===== src/rtl/ball_ctl_if.sv =====
// Ball controller game bus: paddle/collision in,
// ball position and game status out.
interface ball_ctl_if;
  logic [11:0] paddle_x;
  logic        collision_det;
  logic [11:0] x_pos;
  logic [11:0] y_pos;
  logic [1:0]  lives;
  logic        ball_active;
  logic        game_over;

  modport master (
    input  paddle_x,
    input  collision_det,
    output x_pos,
    output y_pos,
    output lives,
    output ball_active,
    output game_over
  );

  modport slave (
    output paddle_x,
    output collision_det,
    input  x_pos,
    input  y_pos,
    input  lives,
    input  ball_active,
    input  game_over
  );
endinterface


===== src/rtl/ball_ctl.sv =====
// Ball motion controller: per-frame motion with wall,
// paddle and block bounces, plus launch/lives game flow.
module ball_ctl #(
  parameter int SCREEN_W  = 1024,
  parameter int SCREEN_H  = 768,
  parameter int BALL_SIZE = 16,
  parameter int PADDLE_W  = 128,
  parameter int PADDLE_Y  = 700,
  parameter int SPEED     = 4,
  parameter int LIVES     = 3
) (
  input  logic pclk,
  input  logic reset,
  input  logic vsync_in,
  input  logic mouse_left,
  ball_ctl_if.master bus
);

  localparam logic signed [12:0] X_MAX  =
    13'(SCREEN_W - BALL_SIZE);
  localparam logic signed [12:0] Y_REST =
    13'(PADDLE_Y - BALL_SIZE);
  localparam logic signed [12:0] Y_BOT  =
    13'(SCREEN_H - BALL_SIZE);
  localparam logic signed [12:0] V_POS  = 13'(SPEED);
  localparam logic signed [12:0] V_NEG  = 13'(-SPEED);

  localparam logic [11:0] X_MAX12 =
    12'(SCREEN_W - BALL_SIZE);
  localparam logic [11:0] Y_REST12 =
    12'(PADDLE_Y - BALL_SIZE);
  localparam logic [11:0] X_HOME =
    12'((SCREEN_W - BALL_SIZE) / 2);
  localparam logic [11:0] X_OFS =
    12'(PADDLE_W / 2 - BALL_SIZE / 2);

  localparam logic [12:0] U_BSZ  = 13'(BALL_SIZE);
  localparam logic [12:0] U_BHF  = 13'(BALL_SIZE / 2);
  localparam logic [12:0] U_PW   = 13'(PADDLE_W);
  localparam logic [12:0] U_PHF  = 13'(PADDLE_W / 2);
  localparam logic [12:0] U_PY   = 13'(PADDLE_Y);

  localparam logic [1:0] LIVES_INIT = 2'(LIVES);

  typedef enum logic [1:0] {
    IDLE,
    MOVE,
    LOST,
    OVER
  } state_t;

  state_t state_q, state_d;

  logic vs_d;
  logic tick;
  logic ms1, ms2, ms_d;
  logic launch_rise;
  logic launch_q;
  logic launch_now;
  logic hit_q;
  logic hit_now;

  logic [11:0] x_q, x_d;
  logic [11:0] y_q, y_d;
  logic signed [12:0] vx_q, vx_d;
  logic signed [12:0] vy_q, vy_d;
  logic [1:0] lives_q, lives_d;

  logic [12:0] ux, uy, upx;
  logic signed [12:0] nx, ny;
  logic pad_hit;
  logic pad_left;

  assign tick        = vsync_in & ~vs_d;
  assign launch_rise = ms2 & ~ms_d;
  assign launch_now  = launch_q | launch_rise;
  assign hit_now     = hit_q | bus.collision_det;

  // vsync edge register and mouse synchroniser chain
  always_ff @(posedge pclk) begin
    if (reset) begin
      vs_d <= 1'b0;
      ms1  <= 1'b0;
      ms2  <= 1'b0;
      ms_d <= 1'b0;
    end else begin
      vs_d <= vsync_in;
      ms1  <= mouse_left;
      ms2  <= ms1;
      ms_d <= ms2;
    end
  end

  // launch and block-hit latches, consumed at each frame tick
  always_ff @(posedge pclk) begin
    if (reset) begin
      launch_q <= 1'b0;
      hit_q    <= 1'b0;
    end else if (tick) begin
      launch_q <= 1'b0;
      hit_q    <= 1'b0;
    end else begin
      if (launch_rise) launch_q <= 1'b1;
      if (bus.collision_det) hit_q <= 1'b1;
    end
  end

  assign ux  = {1'b0, x_q};
  assign uy  = {1'b0, y_q};
  assign upx = {1'b0, bus.paddle_x};
  assign nx  = $signed(ux) + vx_q;
  assign ny  = $signed(uy) + vy_q;

  assign pad_hit = (vy_q > 13'sd0)
                && ((uy + U_BSZ) <= U_PY)
                && (ny >= Y_REST)
                && ((ux + U_BSZ) > upx)
                && (ux < (upx + U_PW));

  assign pad_left = (ux + U_BHF) < (upx + U_PHF);

  // state register
  always_ff @(posedge pclk) begin
    if (reset) state_q <= IDLE;
    else       state_q <= state_d;
  end

  // next state, position, velocity and lives
  always_comb begin
    state_d = state_q;
    x_d     = x_q;
    y_d     = y_q;
    vx_d    = vx_q;
    vy_d    = vy_q;
    lives_d = lives_q;
    unique case (state_q)
      IDLE: begin
        if (tick) begin
          if (launch_now) begin
            vx_d    = V_POS;
            vy_d    = V_NEG;
            state_d = MOVE;
          end else begin
            x_d = bus.paddle_x + X_OFS;
            y_d = Y_REST12;
          end
        end
      end
      MOVE: begin
        if (tick) begin
          if (nx <= 13'sd0) begin
            x_d  = 12'd0;
            vx_d = V_POS;
          end else if (nx >= X_MAX) begin
            x_d  = X_MAX12;
            vx_d = V_NEG;
          end else begin
            x_d = nx[11:0];
          end
          if (ny <= 13'sd0) begin
            y_d  = 12'd0;
            vy_d = V_POS;
          end else if (hit_now) begin
            y_d  = ny[11:0];
            vy_d = -vy_q;
          end else if (pad_hit) begin
            y_d  = Y_REST12;
            vy_d = V_NEG;
            vx_d = pad_left ? V_NEG : V_POS;
          end else if (ny >= Y_BOT) begin
            state_d = LOST;
          end else begin
            y_d = ny[11:0];
          end
        end
      end
      LOST: begin
        if (lives_q != 2'd0) lives_d = lives_q - 2'd1;
        if (lives_q <= 2'd1) state_d = OVER;
        else                 state_d = IDLE;
      end
      OVER: begin
        if (tick && launch_now) begin
          lives_d = LIVES_INIT;
          state_d = IDLE;
        end
      end
    endcase
  end

  // position, velocity and lives registers
  always_ff @(posedge pclk) begin
    if (reset) begin
      x_q     <= X_HOME;
      y_q     <= Y_REST12;
      vx_q    <= V_POS;
      vy_q    <= V_NEG;
      lives_q <= LIVES_INIT;
    end else begin
      x_q     <= x_d;
      y_q     <= y_d;
      vx_q    <= vx_d;
      vy_q    <= vy_d;
      lives_q <= lives_d;
    end
  end

  assign bus.x_pos       = x_q;
  assign bus.y_pos       = y_q;
  assign bus.lives       = lives_q;
  assign bus.ball_active = (state_q == MOVE);
  assign bus.game_over   = (state_q == OVER);

endmodule

===== src/flat_wrapper.sv =====
// flat-port wrapper written by rule: the top's interface ports become plain ports
module ball_ctl_flat 
#(
  parameter int SCREEN_W  = 1024,
  parameter int SCREEN_H  = 768,
  parameter int BALL_SIZE = 16,
  parameter int PADDLE_W  = 128,
  parameter int PADDLE_Y  = 700,
  parameter int SPEED     = 4,
  parameter int LIVES     = 3
)
  (pclk, reset, vsync_in, mouse_left, bus_paddle_x, bus_collision_det, bus_x_pos, bus_y_pos, bus_lives, bus_ball_active, bus_game_over);
  ball_ctl_if bus_i ();
  input  logic pclk;
  input  logic reset;
  input  logic vsync_in;
  input  logic mouse_left;
  input wire logic [$bits(bus_i.paddle_x)-1:0] bus_paddle_x;
  input wire logic [$bits(bus_i.collision_det)-1:0] bus_collision_det;
  output wire logic [$bits(bus_i.x_pos)-1:0] bus_x_pos;
  output wire logic [$bits(bus_i.y_pos)-1:0] bus_y_pos;
  output wire logic [$bits(bus_i.lives)-1:0] bus_lives;
  output wire logic [$bits(bus_i.ball_active)-1:0] bus_ball_active;
  output wire logic [$bits(bus_i.game_over)-1:0] bus_game_over;
  assign bus_i.paddle_x = bus_paddle_x;
  assign bus_i.collision_det = bus_collision_det;
  assign bus_x_pos = bus_i.x_pos;
  assign bus_y_pos = bus_i.y_pos;
  assign bus_lives = bus_i.lives;
  assign bus_ball_active = bus_i.ball_active;
  assign bus_game_over = bus_i.game_over;
  ball_ctl #(.SCREEN_W(SCREEN_W), .SCREEN_H(SCREEN_H), .BALL_SIZE(BALL_SIZE), .PADDLE_W(PADDLE_W), .PADDLE_Y(PADDLE_Y), .SPEED(SPEED), .LIVES(LIVES)) u_core (.pclk(pclk), .reset(reset), .vsync_in(vsync_in), .mouse_left(mouse_left), .bus(bus_i));
endmodule

===== config.mk =====
export PLATFORM = sky130hd
export DESIGN_NAME = ball_ctl_flat
export DESIGN_NICKNAME = d
export VERILOG_FILES = /design/src/rtl/ball_ctl_if.sv /design/src/rtl/ball_ctl.sv /design/src/flat_wrapper.sv
export SDC_FILE = /design/constraint.sdc
export NUM_CORES = 1
export LEC_CHECK = 0
export CAP_MARGIN = 40
export CORE_UTILIZATION = 25
export CTS_CLUSTER_DIAMETER = 30
export DETAILED_ROUTE_END_ITERATION = 8
export PLACE_DENSITY = 0.38
export SETUP_SLACK_MARGIN = 0.1
export SKIP_CTS_REPAIR_TIMING = 1
export SLEW_MARGIN = 10
export SYNTH_ARGS = -nofsm -noshare
export SYNTH_HDL_FRONTEND = slang
export SYNTH_SLANG_ARGS = --single-unit

===== constraint.sdc =====
create_clock -name pclk -period 3.65 [get_ports pclk]
set_input_delay 0.73 -clock pclk [delete_from_list [all_inputs] [get_ports pclk]]
set_output_delay 0.73 -clock pclk [all_outputs]
set_load 0.1 [all_outputs]

==> out/qor.yml, run 1 <==
grt_pass1_wl_mm: 31.1
placed_area_sq_um: 7210
syn_nets: 786
worst_pin_slew_ns: 0.701
yosysTopAreaCellShare_pct: 21.0
synth.ff_latch_count: 59
max-cap-violations: 0
yosysSeqAreaShare_pct: 21.0
setup_viol: 0
start_util_pct: 25.7
dp_hpwl_mm: 15.7
relSlewSlack_pct: 52.8
drtIter0Drc: 287
leakagePower_nw: 3.09
grt-ovfl-total: 0
cts.sinks: 59
arrival_ns: 3.64
yosysTopAreaCell: "dfxtp_1"
io_buffers: 44
cts_max_level: 3
crit_slowest_cell: "or4_4"
synth_edf_count: 0
syn_avg_cell_area_sq_um: 8.01
final_area_sq_um: 7760
power_mw: 2.37
grt_max_degree: 35
routed_wl_mm: 19.7
synthArstFlopShare_pct: 0
synth_warnings: 0
start_kind: "primary input"
failed_checks: "DRC"
grt_pass1_vias: 5697
dieArea_sq_um: 23200
cts_made_buffers: 9
reg2reg_to: "u_core.vx_q[6]$_SDFFE_PP0P_"
ir_drop_uv: 223
synthesis.area_sq_um: 5640
drc: 3
hold_start: "u_core.ms1$_SDFF_PP0_"
diodes: 0
cts_root_buf: "clkbuf_16"
postRouteAntennaNets: 0
slowest_delay_ns: 0.55
via_count: 5778
critPathLaunch: "bus_paddle_x[4]"
die_h_um: 152
fmax_mhz: 291
fp.dieW_um: 152
outcome: "complete, but fails checks"
track_usage_pct: 17.0
synth_flop_cell: "dfxtp_1"
final_cell_mix: "buf_4, ha_1, nor2_1"
crit_type: "in2reg"
dp_slack_ns: -0.436
wire_per_inst_um: 17.7
p_int_mw: 1.53
clk_path_buf_depth: 2
finalClockSkew_ns: 0.0175
routed_via_density: 5.18
layout_commonest_cell: "buf_4"
antenna_found_initial: 0
rsz0062_at_grt: "no"
clock_power_share_pct: 33.8
area_growth_pct: 37.8
drive_gt1_share_pct: 23.2
rrSetupSlack_ns: 0.22
drtPass1Iterations: 7
p_per_area_nw_per_um2: 306
slew_viol_final: 0
core-area_sq_um: 22000
rows: 54
io-pin-count: 45
pwr-share-seq_pct: 29.8
end_kind: "flip-flop"
fin_crit_ns: 3.44
min_path_type: "reg2reg"
p_comb_share_pct: 36.4
reg2reg_from: "u_core.bus.x_pos[4]$_SDFFE_PP1P_"
place_congestion: 0.864
cts_tree: "built"
synth.distinct_cells: 79
whs_path_depth: 1
p_sw_share_pct: 35.8
clock_latency_ns: 0.34
p_sw_uw: 849
period_share_pct: 94.1
synthTopCellsByArea: "dfxtp_1, ha_1, xnor2_1"
clkSlewWorstSetupHoldPaths_ns: 0.05
fin_nets: 912
finalHoldViolCount: 0
worstRegToRegCells: 12
path_max_fanout: 6
holdPathEnd: "u_core.ms2$_SDFF_PP0_"
syn_inst: 704
cp.required_ns: 3.85
worst_slack_ns: 0.214
crit_chain: "clkdlybuf4s50_1 -> inv_1 -> ha_1 -> buf_4 -> nand2_1 -> a21oi_2 -> nor4_2 -> or4_4 -> a211o_4 -> a211oi_4 -> clkbuf_16 -> a211oi_2"
==> worst max-delay path by stage <==
stage                                        to  cells past startpoint
2_1_floorplan      u_core.vx_q[10]$_SDFFE_PP0P_                     13
3_3_place_gp   u_core.bus.y_pos[4]$_SDFFE_PP0P_                     13
3_5_place_dp   u_core.bus.y_pos[1]$_SDFFE_PP0P_                     13
4_1_cts        u_core.bus.y_pos[1]$_SDFFE_PP0P_                     13
5_1_grt             u_core.vx_q[6]$_SDFFE_PP0P_                     12
6_report            u_core.vx_q[6]$_SDFFE_PP0P_                     12
==> through the flow <==
step | utilization, % | instances | setup TNS (ns) | hold slack, ns
6_report | 35.4 | 1115 | 0 | 0.433
5_1_grt | 35.4 | 1115 | 0 | 0.483
4_1_cts | 34.1 | 1106 | -0.690 | 0.433
3_5_place_dp | 32.8 | 1090 | -10.98 | 0.421
3_3_place_gp | 31.3 | 1067 | -9.10 | 0.422
2_1_floorplan | - | 704 | 0 | 0.414
==> Yosys cell counts (all sizes together), types with 15 or more instances <==
master	instances
nor3	19
o21ai	38
a21oi	55
xnor2	31
nand2	42
a211oi	28
dfxtp	59
clkbuf	18
nand3	25
inv	41
ha	64
nor2	55
nand4	15
==> power by group through the flow <==
stage	registers (mW)	clock network, mW	logic, mW
floorplan	0.801	0	0.428
global placement	0.722	0	0.766
detailed placement	0.721	0	0.808
CTS	0.708	0.818	0.814
global route	0.710	0.855	0.949
finish	0.707	0.802	0.865
==> sequential cells by signal, summed over array words and instances, names as in the netlist <==
name and count:
u_core.vx_q 13, u_core.bus.x_pos 12, u_core.bus.y_pos 12, u_core.vy_q 12
u_core.bus.lives 2, u_core.state_q 2, u_core.hit_q 1, u_core.launch_q 1
u_core.ms1 1, u_core.ms2 1, u_core.ms_d 1, u_core.vs_d 1
==> metal layers <==
layer,global-route usage [%],part of all wire [%]
met3,2.53,3.1
met2,27.5,46
met1,23.6,50
met5,0,0
met4,4.37,0.98
==> cells by family after synthesis <==
family,Yosys count,synth area share (%)
buffers and inverters,69,5.13
muxes,2,0.355
DFF,59,21.0
adders and majority gates,65,14.6
AOI/OAI and AO/OA,223,29.0
and+or+nand+nor,242,23.2
xor gates and xnor gates,44,6.84
==> cell type report <==
type	count	area, sq um
clock buffer	12	256
clock inverter	4	23.8
fill	2248	14200
inverter	42	158
multi-input combinational	576	4350
sequential	59	1220
tap	280	350
timing repair buffer	142	1410
==> worst max-delay path, delay by kind of cell <==
kind,cells,cell delay [ns]
AOI/OAI and AO/OA,4,0.88
adders and majority gates,1,0.34
buffers and inverters,4,0.98
and+or+nand+nor,3,0.68
(Power assumes the default switching activity.)
==> inputs of run 2 (changes only) <==
CORE_MARGIN = 3   (was unset)
SLEW_MARGIN = 20   (was 10)
==> run 2 against run 1 <==
  * The run now ends clean
  * Critical path depth is 1 higher
  * First-iteration DRC count is 26% lower
  * Design area decreased by 0.87%
  * Critical path type unchanged
  * Maximum frequency grew 0.31%
  * Clock skew down 0.010 ns
  * Power increased by 0.81%
  * Non-clock buffer count decreased by 3
  * Critical endpoint is now u_core.bus.y_pos[6]$_SDFFE_PP0P_
  * Largest power group unchanged
  * Register-to-register slack about the same
  * Worst setup slack better by 0.011 ns
  * Highest routed layer unchanged
==> out/qor.yml, run 2 (synthesis gave the netlist of run 1 again) <==
outcome: "complete, no violations"
die_h_um: 156
rsz0062_at_grt: "no"
crit_chain: "clkdlybuf4s50_1 -> inv_2 -> ha_1 -> nand4_1 -> nor3_2 -> o22ai_2 -> nand3_1 -> or4_4 -> buf_6 -> a211oi_4 -> o41ai_4 -> buf_4 -> a32o_1"
fin_crit_ns: 3.43
cts_made_buffers: 9
rows: 54
finalHoldViolCount: 0
period_share_pct: 93.9
start_util_pct: 25.7
routed_wl_mm: 19.5
slowest_delay_ns: 0.57
cts_root_buf: "clkbuf_16"
cp.required_ns: 3.86
via_count: 5780
start_kind: "primary input"
drc: 0
leakagePower_nw: 3.10
core-area_sq_um: 22000
cts_tree: "built"
postRouteAntennaNets: 0
dp_slack_ns: -0.482
max-cap-violations: 0
antenna_found_initial: 0
fin_nets: 909
reg2reg_from: "u_core.bus.x_pos[4]$_SDFFE_PP1P_"
drtPass1Iterations: 5
critical_path_buf_inv_count: 4
routed_via_density: 5.21
place_congestion: 0.876
arrival_ns: 3.64
grt_max_degree: 35
finalClockSkew_ns: 0.00750
diodes: 0
p_per_area_nw_per_um2: 311
worstRegToRegCells: 15
path_depth: 13
ir_drop_uv: 222
final_util_pct: 35.1
power_mw: 2.39
reg2reg_to: "u_core.bus.y_pos[6]$_SDFFE_PP0P_"
worst_pin_slew_ns: 0.677
grt_pass1_vias: 5786
grt_pass1_wl_mm: 31.1
critPathLaunch: "bus_paddle_x[4]"
rrSetupSlack_ns: 0.23
min_path_type: "reg2reg"
clock_latency_ns: 0.33
crit_type: "in2reg"
track_usage_pct: 16.0
drive_gt1_share_pct: 21.7
area_growth_pct: 36.6
io-pin-count: 45
crit_family: "buffers and inverters"
largest_register_ffs: 13
wire_per_inst_um: 17.6
cts.sinks: 59
layout_commonest_cell: "buf_4"
max_flop_register: "u_core.vx_q"
end_kind: "flip-flop"
worst_slack_ns: 0.224
io_buffers: 44
clk_path_buf_depth: 2
drtIter0Drc: 213
setup_viol: 0
crit_slowest_cell: "or4_4"
path_max_fanout: 6
crit_path_end: "u_core.bus.y_pos[6]$_SDFFE_PP0P_"
dp_hpwl_mm: 15.6
fp.dieW_um: 156
slew_viol_final: 0
relSlewSlack_pct: 54.5
final_cell_mix: "buf_4, ha_1, nor2_1"
cts_max_level: 3
fmax_mhz: 292
dieArea_sq_um: 24400
whs_path_depth: 1
clkSlewWorstSetupHoldPaths_ns: 0.05
grt-ovfl-total: 0
fill_cells: 2269
[run 2: cell types whose count changed in the layout (fill, tap and decap cells not counted), moves of 3 or more]
cell	change
a21oi_2	-3
buf_4	-9
ha_1	+3
a21oi_1	+3
buf_6	+4
[run 2: where the power goes]
group	switching (mW)	leakage, nW	internal [mW]
combinational	0.486	2.47	0.358
sequential	0.0406	0.481	0.667
clock	0.295	0.149	0.547
total	0.822	3.10	1.57
[run 2: area by class of cell]
class	count	area (sq um)	area share (%)
Clock buffer	13	292	3.79
Timing Repair Buffer	139	1390	18.0
Clock inverter	1	5.00	0.0650
Sequential cell	59	1220	15.8
Tap cell	280	350	4.55
Multi-Input combinational cell	576	4280	55.7
Inverter	42	158	2.05
[run 2: worst reg2reg max path: stages (launching register included)]
cell	delay, ns
dfxtp_4	0.40
ha_4	0.16
and3_4	0.22
nand3_4	0.08
xnor2_2	0.14
ha_1	0.32
nand4b_1	0.12
nor3_2	0.05
o22ai_2	0.14
nand3_1	0.10
or4_4	0.57
buf_6	0.15
a211oi_4	0.35
o41ai_4	0.11
buf_4	0.19
a32o_1	0.21
[run 2: worst min-delay path by stage]
stage | from | to | slack, ns
after floorplan | u_core.ms1$_SDFF_PP0_ | u_core.ms2$_SDFF_PP0_ | 0.41
after global placement | u_core.ms1$_SDFF_PP0_ | u_core.ms2$_SDFF_PP0_ | 0.42
after detailed placement | u_core.ms1$_SDFF_PP0_ | u_core.ms2$_SDFF_PP0_ | 0.42
after CTS | u_core.ms1$_SDFF_PP0_ | u_core.ms2$_SDFF_PP0_ | 0.43
after global routing | u_core.ms1$_SDFF_PP0_ | u_core.ms2$_SDFF_PP0_ | 0.46
final | u_core.ms1$_SDFF_PP0_ | u_core.ms2$_SDFF_PP0_ | 0.43
[run 2: per-layer routing]
| layer | wire [um] | global-route usage, % | share of wire (%) | vias up |
|---|---|---|---|---|
| met1 | 9730 | 22.3 | 50 | 2762 |
| met5 | 0 | 0 | 0 | - |
| met3 | 587 | 2.44 | 3.0 | 19 |
| met4 | 292 | 4.63 | 1.5 | 0 |
| met2 | 8890 | 25.6 | 46 | 101 |
| li1 | - | - | - | 2898 |
[run 2: stage by stage]
step	cells	hold WS [ns]	TNS, ns	area, sq um
2_1_floorplan	704	0.414	0	5690
6_report	1110	0.434	0	7700
4_1_cts	1101	0.434	-1.42	7480
3_5_place_dp	1087	0.422	-12.21	7190
3_3_place_gp	1064	0.422	-8.67	6840
5_1_grt	1110	0.460	0	7700
==> inputs of run 3 (changes only) <==
SLEW_MARGIN = 10   (was 20)
==> results of run 3 <==
No change in the layout: final DEF, timing and power equal those of run 2.
